`config.mk`:
```
export PLATFORM = sky130hd
export DESIGN_NAME = apb_master
export DESIGN_NICKNAME = d
export VERILOG_FILES = /design/src/rtl/apb_master.sv
export SDC_FILE = /design/constraint.sdc
export NUM_CORES = 1
export LEC_CHECK = 0
export BUFFER_PORTS_ARGS = -buffer_cell sky130_fd_sc_hd__buf_2
export CORE_MARGIN = 8
export CORE_UTILIZATION = 30
export CTS_CLUSTER_SIZE = 14
export DETAILED_ROUTE_END_ITERATION = 7
export PLACE_DENSITY = 0.66
export RECOVER_POWER = 50
export SLEW_MARGIN = 10
export SYNTH_ARGS = -nofsm -noshare
export SYNTH_HDL_FRONTEND = slang
export SYNTH_SLANG_ARGS = --single-unit
```
`constraint.sdc`:
```
create_clock -name PCLK -period 3.1 [get_ports PCLK]
set_clock_uncertainty 0.15 [all_clocks]
set_input_delay 0 -clock PCLK [delete_from_list [all_inputs] [get_ports PCLK]]
set_output_delay 0 -clock PCLK [all_outputs]
set_load 0.01 [all_outputs]
```
`src/rtl/apb_master.sv`:
```
// APB requester: turns single-beat register commands into APB transfers,
// one at a time, with an optional PREADY timeout that aborts a hung access.
//
// Handshake: a command is taken on a PCLK edge where cmd_valid && cmd_ready;
// cmd_ready is high only in IDLE and the command fields need to be stable
// only on that edge. rsp_valid is a one-cycle pulse with no backpressure;
// rsp_rdata/rsp_err are meaningful only while rsp_valid is high.
module apb_master #(
  parameter int ADDR_WIDTH     = 32,
  parameter int DATA_WIDTH     = 32,
  parameter int TIMEOUT_CYCLES = 16
) (
  input  logic                  PCLK,
  input  logic                  PRESETn,
  input  logic                  cmd_valid,
  output logic                  cmd_ready,
  input  logic                  cmd_write,
  input  logic [ADDR_WIDTH-1:0] cmd_addr,
  input  logic [DATA_WIDTH-1:0] cmd_wdata,
  output logic                  rsp_valid,
  output logic [DATA_WIDTH-1:0] rsp_rdata,
  output logic                  rsp_err,
  output logic                  PSEL,
  output logic                  PENABLE,
  output logic                  PWRITE,
  output logic [ADDR_WIDTH-1:0] PADDR,
  output logic [DATA_WIDTH-1:0] PWDATA,
  input  logic [DATA_WIDTH-1:0] PRDATA,
  input  logic                  PREADY
);

  typedef enum logic [1:0] {
    IDLE   = 2'd0,
    SETUP  = 2'd1,
    ACCESS = 2'd2
  } state_t;

  // Counter must hold TIMEOUT_CYCLES-1; keep at least one bit when disabled.
  localparam int CNT_W = (TIMEOUT_CYCLES == 0) ? 1 : $clog2(TIMEOUT_CYCLES + 1);
  localparam logic [CNT_W-1:0] CNT_LAST =
    CNT_W'((TIMEOUT_CYCLES == 0) ? 0 : TIMEOUT_CYCLES - 1);
  localparam logic [ADDR_WIDTH-1:0] WORD_MASK = ~ADDR_WIDTH'(3);

  state_t                state_q,     state_d;
  logic                  psel_q,      psel_d;
  logic                  penable_q,   penable_d;
  logic                  pwrite_q,    pwrite_d;
  logic [ADDR_WIDTH-1:0] paddr_q,     paddr_d;
  logic [DATA_WIDTH-1:0] pwdata_q,    pwdata_d;
  logic                  rsp_valid_q, rsp_valid_d;
  logic [DATA_WIDTH-1:0] rsp_rdata_q, rsp_rdata_d;
  logic                  rsp_err_q,   rsp_err_d;
  logic [CNT_W-1:0]      cnt_q,       cnt_d;

  // State and registered outputs; reset clears everything asynchronously.
  always_ff @(posedge PCLK or negedge PRESETn) begin
    if (!PRESETn) begin
      state_q     <= IDLE;
      psel_q      <= 1'b0;
      penable_q   <= 1'b0;
      pwrite_q    <= 1'b0;
      paddr_q     <= '0;
      pwdata_q    <= '0;
      rsp_valid_q <= 1'b0;
      rsp_rdata_q <= '0;
      rsp_err_q   <= 1'b0;
      cnt_q       <= '0;
    end else begin
      state_q     <= state_d;
      psel_q      <= psel_d;
      penable_q   <= penable_d;
      pwrite_q    <= pwrite_d;
      paddr_q     <= paddr_d;
      pwdata_q    <= pwdata_d;
      rsp_valid_q <= rsp_valid_d;
      rsp_rdata_q <= rsp_rdata_d;
      rsp_err_q   <= rsp_err_d;
      cnt_q       <= cnt_d;
    end
  end

  // Next-state and next-output logic for the IDLE -> SETUP -> ACCESS cycle.
  always_comb begin
    state_d     = state_q;
    psel_d      = psel_q;
    penable_d   = penable_q;
    pwrite_d    = pwrite_q;
    paddr_d     = paddr_q;
    pwdata_d    = pwdata_q;
    rsp_valid_d = 1'b0;
    rsp_rdata_d = rsp_rdata_q;
    rsp_err_d   = rsp_err_q;
    cnt_d       = cnt_q;

    unique case (state_q)
      IDLE: begin
        if (cmd_valid) begin
          // Address is forced word-aligned; low bits of cmd_addr are dropped.
          pwrite_d  = cmd_write;
          paddr_d   = cmd_addr & WORD_MASK;
          pwdata_d  = cmd_wdata;
          psel_d    = 1'b1;
          penable_d = 1'b0;
          state_d   = SETUP;
        end
      end
      SETUP: begin
        penable_d = 1'b1;
        cnt_d     = '0;
        state_d   = ACCESS;
      end
      ACCESS: begin
        if (PREADY) begin
          psel_d      = 1'b0;
          penable_d   = 1'b0;
          rsp_valid_d = 1'b1;
          rsp_err_d   = 1'b0;
          rsp_rdata_d = pwrite_q ? '0 : PRDATA;
          state_d     = IDLE;
        end else if ((TIMEOUT_CYCLES != 0) && (cnt_q == CNT_LAST)) begin
          // Completer never answered within the budget: abort with error.
          psel_d      = 1'b0;
          penable_d   = 1'b0;
          rsp_valid_d = 1'b1;
          rsp_err_d   = 1'b1;
          rsp_rdata_d = '0;
          state_d     = IDLE;
        end else begin
          cnt_d = cnt_q + CNT_W'(1);
        end
      end
      default: begin
        state_d   = IDLE;
        psel_d    = 1'b0;
        penable_d = 1'b0;
      end
    endcase
  end

  assign cmd_ready = (state_q == IDLE);
  assign rsp_valid = rsp_valid_q;
  assign rsp_rdata = rsp_rdata_q;
  assign rsp_err   = rsp_err_q;
  assign PSEL      = psel_q;
  assign PENABLE   = penable_q;
  assign PWRITE    = pwrite_q;
  assign PADDR     = paddr_q;
  assign PWDATA    = pwdata_q;

endmodule

```
==> results.sh, run 1 <==
export IMPL_status="finished, final reports clean"
export IMPL_rsz0062_at_grt="false"
export IMPL_worstPathCellList="ha_1 -> and3_1 -> ha_1 -> or2_1 -> nand2_1 -> buf_4 -> a22o_1"
export IMPL_post_route_min_period_ps=2210
export IMPL_synth_cells=260
export IMPL_fp_row_count=44
export IMPL_cts_root_buf="clkbuf_16"
export IMPL_yosys_warnings=0
export IMPL_arrival_ps=2340
export IMPL_yosys_register_bits=105
export IMPL_hpwl_um=8050
export IMPL_endpoint_kind="flop"
export IMPL_port_buffers=198
export IMPL_grt_usage_pct=13.2
export IMPL_drc_errors=0
export IMPL_fill_cells=1314
export IMPL_vias_per_cell=4.40
export IMPL_ant_nets=0
export IMPL_final_area_um2=6580
export IMPL_multi_input_area_um2=1480
export IMPL_async_flop_share_pct=100
export IMPL_cts_tree="built"
export IMPL_worstSetupPathType="reg2reg"
export IMPL_max_freq_mhz=453
export IMPL_worstSkewPairLatency_ps=340
export IMPL_required_ps=3230
export IMPL_grt_pass1_wl_um=19300
export IMPL_register_area_um2=2630
export IMPL_routedWlPerCell_um=16.3
export IMPL_worstHoldPathType="in2reg"
export IMPL_worstPathMaxFanout=33
export IMPL_clock_sinks=105
export IMPL_synth_area_per_cell_um2=16.6
export IMPL_wl_um=12200
export IMPL_grt_overflow=0
export IMPL_max_slew_margin_rel_pct=11.6
export IMPL_hold_viol=0
export IMPL_power_total_uw=6010
export IMPL_gp_congestion=0.790
export IMPL_path_buf_inv=1
export IMPL_die_area_um2=18500
export IMPL_setup_slack_ps=894
export IMPL_start_util_pct=30.2
export IMPL_drt_iter0_markers=117
export IMPL_drive_gt1_share_pct=33.6
export IMPL_synth_cell_types=31
export IMPL_cts_resized=0
export IMPL_final_nets=660
export IMPL_die_h_um=136
export IMPL_grt_max_degree=54
export IMPL_p_per_area_nw_per_um2=914
export IMPL_area_growth_pct=52.6
export IMPL_power_leakage_uw=0.00306
export IMPL_clkTransAtPathRegs_ps=70
export IMPL_crit_path_top_delay_cell="dfrtp_1"
export IMPL_syn_cell_area_um2=4310
export IMPL_grt_pass1_vias=3731
export IMPL_cts_buffer_depth=2
export IMPL_synth_flop_cell="dfrtp_1"
export IMPL_core_area_um2=14300
export IMPL_synth_edff_count=0
export IMPL_placed_cell_area_um2=5420
export IMPL_yosysSeqAreaShare_pct=61.0
export IMPL_cp_start_kind="flop"
export IMPL_cpPeakStageDelay_ps=430
export IMPL_worst_pin_slew_ps=1330
export IMPL_fin_setup_tns_ps=0
export IMPL_io_pins=203
export IMPL_place_ws_ps=908
export IMPL_finalSetupViolCount=0
export IMPL_max_cap_violations=0
export IMPL_crit_top_cell="ha_1"
export IMPL_num_antenna_cells=0
export IMPL_htree_levels=3
export IMPL_path_delay_family="simple AND/OR/NAND/NOR gates"
export IMPL_die_x_um=136
export IMPL_antenna_found_initial=0
export IMPL_timing_final_crit_share_pct=71.2
export IMPL_firstDrtPassIters=4
export IMPL_peakVddDrop_mv=0.364
export IMPL_vias=3279
export IMPL_cts_inserted_buffers=9
export IMPL_slew_viol_final=0
## placed cells by master, fill, tap and decap left out, types with 3 or more instances in the layout
cell type      synthesis  layout
inv_1                  4       4
dfrtp_1              105     105
o2bb2ai_1              3       3
nand2_1                5       5
buf_4                  3       4
a22o_1                32      32
mux2_2                 4       4
clkbuf_16              0       9
dlygate4sd3_1          0      98
buf_2                  6      99
clkinvlp_4             0       3
mux2_4                59      59
a21oi_1                6       6
clkbuf_1               1      98
## tightest hold or removal path, stage by stage
cell           delay, ps
dlygate4sd3_1        510
buf_2                 90
a22o_1               110
## path summary, 6_finish.rpt
check / startpoint / end / slack (ps) / depth (start not counted)
min in group asynchronous: PRESETn / PWDATA[29] / 320 / 2
hold reg to reg: rsp_rdata[13] / rsp_rdata[13] / 350 / 1
setup reg to reg: cnt_q[0] / rsp_rdata[14] / 890 / 7
setup / recovery: cnt_q[0] / rsp_rdata[14] / 890 / 7
hold / removal: PRDATA[22] / rsp_rdata[22] / 250 / 3
max in group asynchronous: PRESETn / PSEL / 1550 / 3
## repair_timing
| action | 4_1_cts | 5_1_grt |
|---|---|---|
| hold buffers | 98 | 0 |
| endpoints found under the hold margin | 153 | 0 |
| buffers inserted | 0 | 0 |
## report_power, final
part / leakage, µW / switching, µW / total (µW) / internal (µW)
clock network: 0.000138 / 513 / 1140 / 632
logic: 0.00164 / 1140 / 2420 / 1280
registers: 0.00129 / 419 / 2440 / 2020
## cell type report
class / instances / share of cell area (%)
inverter: 4 / 0.228
multi-input combinational: 135 / 22.5
sequential: 105 / 39.9
tap: 184 / 3.50
clock inverter: 7 / 1.20
clock buffer: 9 / 3.42
timing repair buffer: 302 / 29.2
## per-stage QoR
step	instances	hold WS, ps	utilization [%]
3_5_place_dp	632	-67.9	38.0
3_3_place_gp	632	-81.6	38.0
6_report	746	249	46.1
4_1_cts	746	82.0	47.0
5_1_grt	746	239	46.1
2_1_floorplan	261	-446	-
## sequential cells by signal, summed over array words and instances, names as in the netlist
register	cells
PWDATA	32
rsp_rdata	32
PADDR	30
cnt_q	5
state_q	2
PSEL	1
PWRITE	1
rsp_err	1
rsp_valid	1
## layer usage
metal | vias up | GRT usage [%] | routed length (µm)
li1 | 1530 | - | -
met1 | 1615 | 14.9 | 4810
met2 | 116 | 23.2 | 6310
met3 | 18 | 3.58 | 819
met4 | 0 | 5.43 | 252
met5 | - | 0 | 0
## cell families after synthesis
kind of cell / count (synthesis) / synth area share, %
DFF: 105 / 61.0
other: 1 / 0.0870
buffers and inverters: 21 / 4.91
adders and majority gates: 2 / 0.580
and+or+nand+nor: 22 / 3.28
AOI/OAI and AO/OA: 46 / 8.59
muxes: 63 / 21.6
## Yosys cell counts (all sizes together), types with 3 or more instances
library cell | count | area (µm²)
mux2 | 63 | 931
nor2 | 3 | 13.8
inv | 4 | 15.0
a21oi | 6 | 30.0
a22o | 32 | 280
buf | 16 | 193
nand2 | 5 | 18.8
o2bb2ai | 3 | 26.3
dfrtp | 105 | 2630
Note: power is estimated with default switching activity, not from simulation.
==> inputs of run 2 (changes only) <==
PLACE_DENSITY = 0.68   (was 0.66)
clock period = 1.9 ns   (was 3.1 ns; I/O delays follow)
==> results.sh, run 2 (synthesis gave the netlist of run 1 again) <==
export IMPL_htree_levels=3
export IMPL_worstSkewPairLatency_ps=340
export IMPL_area_growth_pct=59.5
export IMPL_swShare_pct=33.5
export IMPL_fin_setup_tns_ps=0
export IMPL_drc_errors=0
export IMPL_drt_iter0_markers=88
export IMPL_worstPathMaxFanout=4
export IMPL_cts_root_buf="clkbuf_16"
export IMPL_ant_nets=0
export IMPL_whs_ps=-38.1
export IMPL_peakVddDrop_mv=0.771
export IMPL_clkPwrFrac_pct=19.5
export IMPL_wl_um=13000
export IMPL_worstHoldPathType="in2async"
export IMPL_max_slew_margin_rel_pct=46.4
export IMPL_grt_pass1_wl_um=20600
export IMPL_rsz0062_at_grt="true"
export IMPL_start_util_pct=30.2
export IMPL_grt_overflow=0
export IMPL_antenna_found_initial=1
export IMPL_worst_pin_slew_ps=804
export IMPL_power_total_uw=10400
export IMPL_routedWlPerCell_um=17.1
export IMPL_p_per_area_nw_per_um2=1510
export IMPL_drive_gt1_share_pct=45.7
export IMPL_violations="hold timing"
export IMPL_gp_congestion=0.774
export IMPL_grt_pass1_vias=3872
export IMPL_firstDrtPassIters=4
export IMPL_required_ps=2030
export IMPL_grt_max_degree=60
export IMPL_status="finished, violations left"
export IMPL_die_x_um=136
export IMPL_cts_inserted_buffers=9
export IMPL_worstSetupPathType="reg2reg"
export IMPL_vias_per_cell=4.46
export IMPL_grt_usage_pct=14.3
export IMPL_finalSetupViolCount=0
export IMPL_power_leakage_uw=0.00335
export IMPL_die_h_um=136
export IMPL_cts_tree="built"
export IMPL_switching_power_uw=3470
export IMPL_hpwl_um=8570
export IMPL_timing_final_crit_share_pct=99.2
export IMPL_cp_start_kind="flop"
export IMPL_max_freq_mhz=531
export IMPL_final_common_cell="buf_2"
export IMPL_clkTransAtPathRegs_ps=80
export IMPL_cts_buffer_depth=2
export IMPL_core_area_um2=14300
export IMPL_die_area_um2=18500
export IMPL_slew_viol_final=0
export IMPL_vias=3404
export IMPL_fp_row_count=44
export IMPL_io_pins=203
export IMPL_port_buffers=198
export IMPL_comb_power_share_pct=42.4
export IMPL_seq_power_share_pct=38.1
export IMPL_endpoint_kind="flop"
export IMPL_clock_sinks=105
export IMPL_internal_power_uw=6890
export IMPL_final_nets=676
export IMPL_max_cap_violations=0
export IMPL_hold_viol=21
export IMPL_arrival_ps=2010
export IMPL_final_cell_mix="149 x buf_2, 105 x dfrtp_1, 98 x dlygate4sd3_1"
export IMPL_post_route_min_period_ps=1880
==> run 2: changes by cell type in the layout (fill, tap and decap cells not counted), sizes merged <==
cell,before,now
buf,105,170
clkbuf,108,60
bufinv,1,2
clkinv,2,1
clkinvlp,3,2
diode,0,1
==> run 2: final timing paths <==
kind	start	to	slack (ps)	cells past startpoint
hold reg to reg	PADDR[4]	PADDR[4]	360	1
min in group PCLK	PRDATA[18]	rsp_rdata[18]	260	3
max in group asynchronous	PRESETn	rsp_rdata[6]	490	3
setup reg to reg	cnt_q[0]	cnt_q[3]	20	6
setup / recovery	cnt_q[0]	cnt_q[3]	20	6
hold / removal	PRESETn	PWDATA[21]	-40	2
==> run 2: through the flow <==
step	utilization, %	cell area [µm²]	instances	worst slack [ps]
after floorplan	-	4320	261	5.11
after global placement	38.9	5550	646	-38.5
after detailed placement	38.9	5550	646	-56.9
after CTS	48.5	6910	762	-6.69
after global routing	48.2	6870	763	-40.9
final	48.2	6870	763	15.9
==> run 2: final cells by class <==
| class | instances | area, µm² |
|---|---|---|
| flip-flops and latches | 105 | 2630 |
| inverters | 4 | 15.0 |
| repair buffers | 318 | 2140 |
| diodes | 1 | 2.50 |
| fillers | 1236 | 7380 |
| well taps | 184 | 230 |
| clock buffers | 10 | 239 |
| clock inverters | 6 | 88.8 |
| multi-input cells | 135 | 1530 |
==> run 2: worst max-delay path: stages, from the launching register on <==
cell	delay, ps
dfrtp_1	380
ha_2	190
and3_4	180
ha_4	150
or2_4	270
or4_4	420
nand3_2	80
==> run 2: layer usage <==
layer	track usage, %	share of wire [%]
met1	16.7	40
met2	23.9	51
met3	3.73	6.8
met4	6.65	2.7
met5	0	0
==> run 2: repair_timing <==
action / CTS / global route
setup buffers: 0 / 1
hold buffers: 99 / 0
resized for setup: 6 / 6
cloned: 1 / 0
hold endpoints to repair: 206 / 0
endpoints found under the setup margin: 33 / 49
pin swaps: 1 / 4
==> run 2: power groups by stage <==
| stage | sequential [µW] | clock [µW] | combinational, µW |
|---|---|---|---|
| after global placement | 3860 | 0 | 4260 |
| final | 3950 | 2020 | 4400 |
| after detailed placement | 3920 | 0 | 4350 |
| after CTS | 3900 | 2100 | 4570 |
| after floorplan | 4400 | 0 | 2180 |
| after global routing | 4080 | 2180 | 4720 |
==> inputs of run 3 (changes only) <==
HOLD_SLACK_MARGIN = 0.06   (was unset)
SLEW_MARGIN = unset   (was 10)
==> results.sh, run 3 (synthesis gave the netlist of run 1 again) <==
export IMPL_die_area_um2=18500
export IMPL_grt_pass1_vias=3872
export IMPL_endpoint_kind="flop"
export IMPL_worstSetupPathType="reg2reg"
export IMPL_rsz0062_at_grt="true"
export IMPL_grt_usage_pct=14.3
export IMPL_cp_start_kind="flop"
export IMPL_status="finished, final reports clean"
export IMPL_grt_pass1_wl_um=20600
export IMPL_vias=3406
export IMPL_final_nets=677
export IMPL_drt_iter0_markers=92
export IMPL_port_buffers=198
export IMPL_hpwl_um=8570
export IMPL_worstHoldPathType="in2reg"
export IMPL_cts_buffer_depth=2
export IMPL_cts_root_buf="clkbuf_16"
export IMPL_whs_ps=256
export IMPL_max_cap_violations=0
export IMPL_hold_viol=0
export IMPL_start_util_pct=30.2
export IMPL_die_h_um=136
export IMPL_core_area_um2=14300
export IMPL_gp_congestion=0.774
export IMPL_slew_viol_final=0
export IMPL_post_route_min_period_ps=1880
export IMPL_htree_levels=3
export IMPL_worstSkewPairLatency_ps=340
export IMPL_p_per_area_nw_per_um2=1500
export IMPL_worst_pin_slew_ps=588
export IMPL_cts_inserted_buffers=9
export IMPL_clock_sinks=105
export IMPL_ant_nets=0
export IMPL_arrival_ps=2010
export IMPL_clkTransAtPathRegs_ps=70
export IMPL_antenna_found_initial=1
export IMPL_die_x_um=136
export IMPL_drc_errors=0
export IMPL_final_cell_mix="105 x dfrtp_1, 99 x dlygate4sd3_1, 99 x buf_2"
export IMPL_required_ps=2030
export IMPL_cts_tree="built"
export IMPL_wl_um=13100
export IMPL_routedWlPerCell_um=17.1
export IMPL_vias_per_cell=4.46
export IMPL_max_slew_margin_rel_pct=60.8
export IMPL_drive_gt1_share_pct=37.0
export IMPL_area_growth_pct=58.5
export IMPL_fill_cells=1252
export IMPL_grt_overflow=0
export IMPL_finalSetupViolCount=0
export IMPL_final_common_cell="dfrtp_1"
export IMPL_fp_row_count=44
export IMPL_timing_final_crit_share_pct=99.2
export IMPL_power_leakage_uw=0.00320
export IMPL_worstPathMaxFanout=4
export IMPL_max_freq_mhz=531
export IMPL_firstDrtPassIters=4
export IMPL_io_pins=203
export IMPL_grt_max_degree=60
export IMPL_peakVddDrop_mv=0.763
export IMPL_utilization_pct=47.9
## run 3: cell types whose count changed in the layout (fill, tap and decap cells not counted)
cell	delta
buf_12	+1
buf_2	-50
clkbuf_4	-1
dlygate4sd3_1	+1
clkbuf_1	+50
## run 3: repair_timing
| item | in CTS | in global routing |
|---|---|---|
| hold buffers | 99 | 1 |
| resized for setup | 6 | 6 |
| gates cloned | 1 | 0 |
| pin swaps | 1 | 4 |
| endpoints found under the setup margin | 33 | 49 |
| buffers inserted | 0 | 1 |
| endpoints found under the hold margin | 207 | 21 |
## run 3: area by class of cell
type                       count  area, µm²  share of cell area, %
clock inverter                 6       88.8                   1.30
sequential                   105       2630                   38.4
multi-input combinational    135       1530                   22.4
inverter                       4       15.0                  0.220
clock buffer                  10        239                   3.50
tap                          184        230                   3.37
antenna                        1       2.50                 0.0366
timing repair buffer         319       2100                   30.7
## run 3: path summary, 6_finish.rpt
kind	startpoint	depth (start not counted)	slack, ps	end
worst min-delay path	PRDATA[18]	3	260	rsp_rdata[18]
min in group asynchronous	PRESETn	3	610	PWDATA[21]
worst max-delay path	cnt_q[0]	6	20	cnt_q[3]
worst max register to register	cnt_q[0]	6	20	cnt_q[3]
worst min register to register	rsp_rdata[3]	1	360	rsp_rdata[3]
max in group asynchronous	PRESETn	4	230	cnt_q[1]
## run 3: power breakdown
group	leakage (µW)	internal, µW	switching [µW]
logic	0.00176	2260	2010
clock network	0.000155	1190	818
registers	0.00129	3300	659
## run 3: critical path, stage by stage (launching register included)
cell and delay (ps):
dfrtp_1 380, ha_2 190, and3_4 180, ha_4 150, or2_4 270, or4_4 420
nand3_2 80
## run 3: layer usage
metal | track usage [%] | share of wire (%)
met5 | 0 | 0
met4 | 6.65 | 2.7
met3 | 3.73 | 6.8
met2 | 23.9 | 51
met1 | 16.7 | 40
## run 3: metrics by stage
step / cells / setup slack (ps) / instance area [µm²] / setup TNS (ps) / power, µW
floorplan: 261 / 5.11 / 4320 / 0 / 6570
global route: 764 / -40.9 / 6830 / -218 / 10900
global placement: 646 / -38.5 / 5550 / -38.5 / 8120
CTS: 762 / -6.69 / 6910 / -6.69 / 10600
finish: 764 / 15.7 / 6830 / 0 / 10200
detailed placement: 646 / -56.9 / 5550 / -874 / 8260
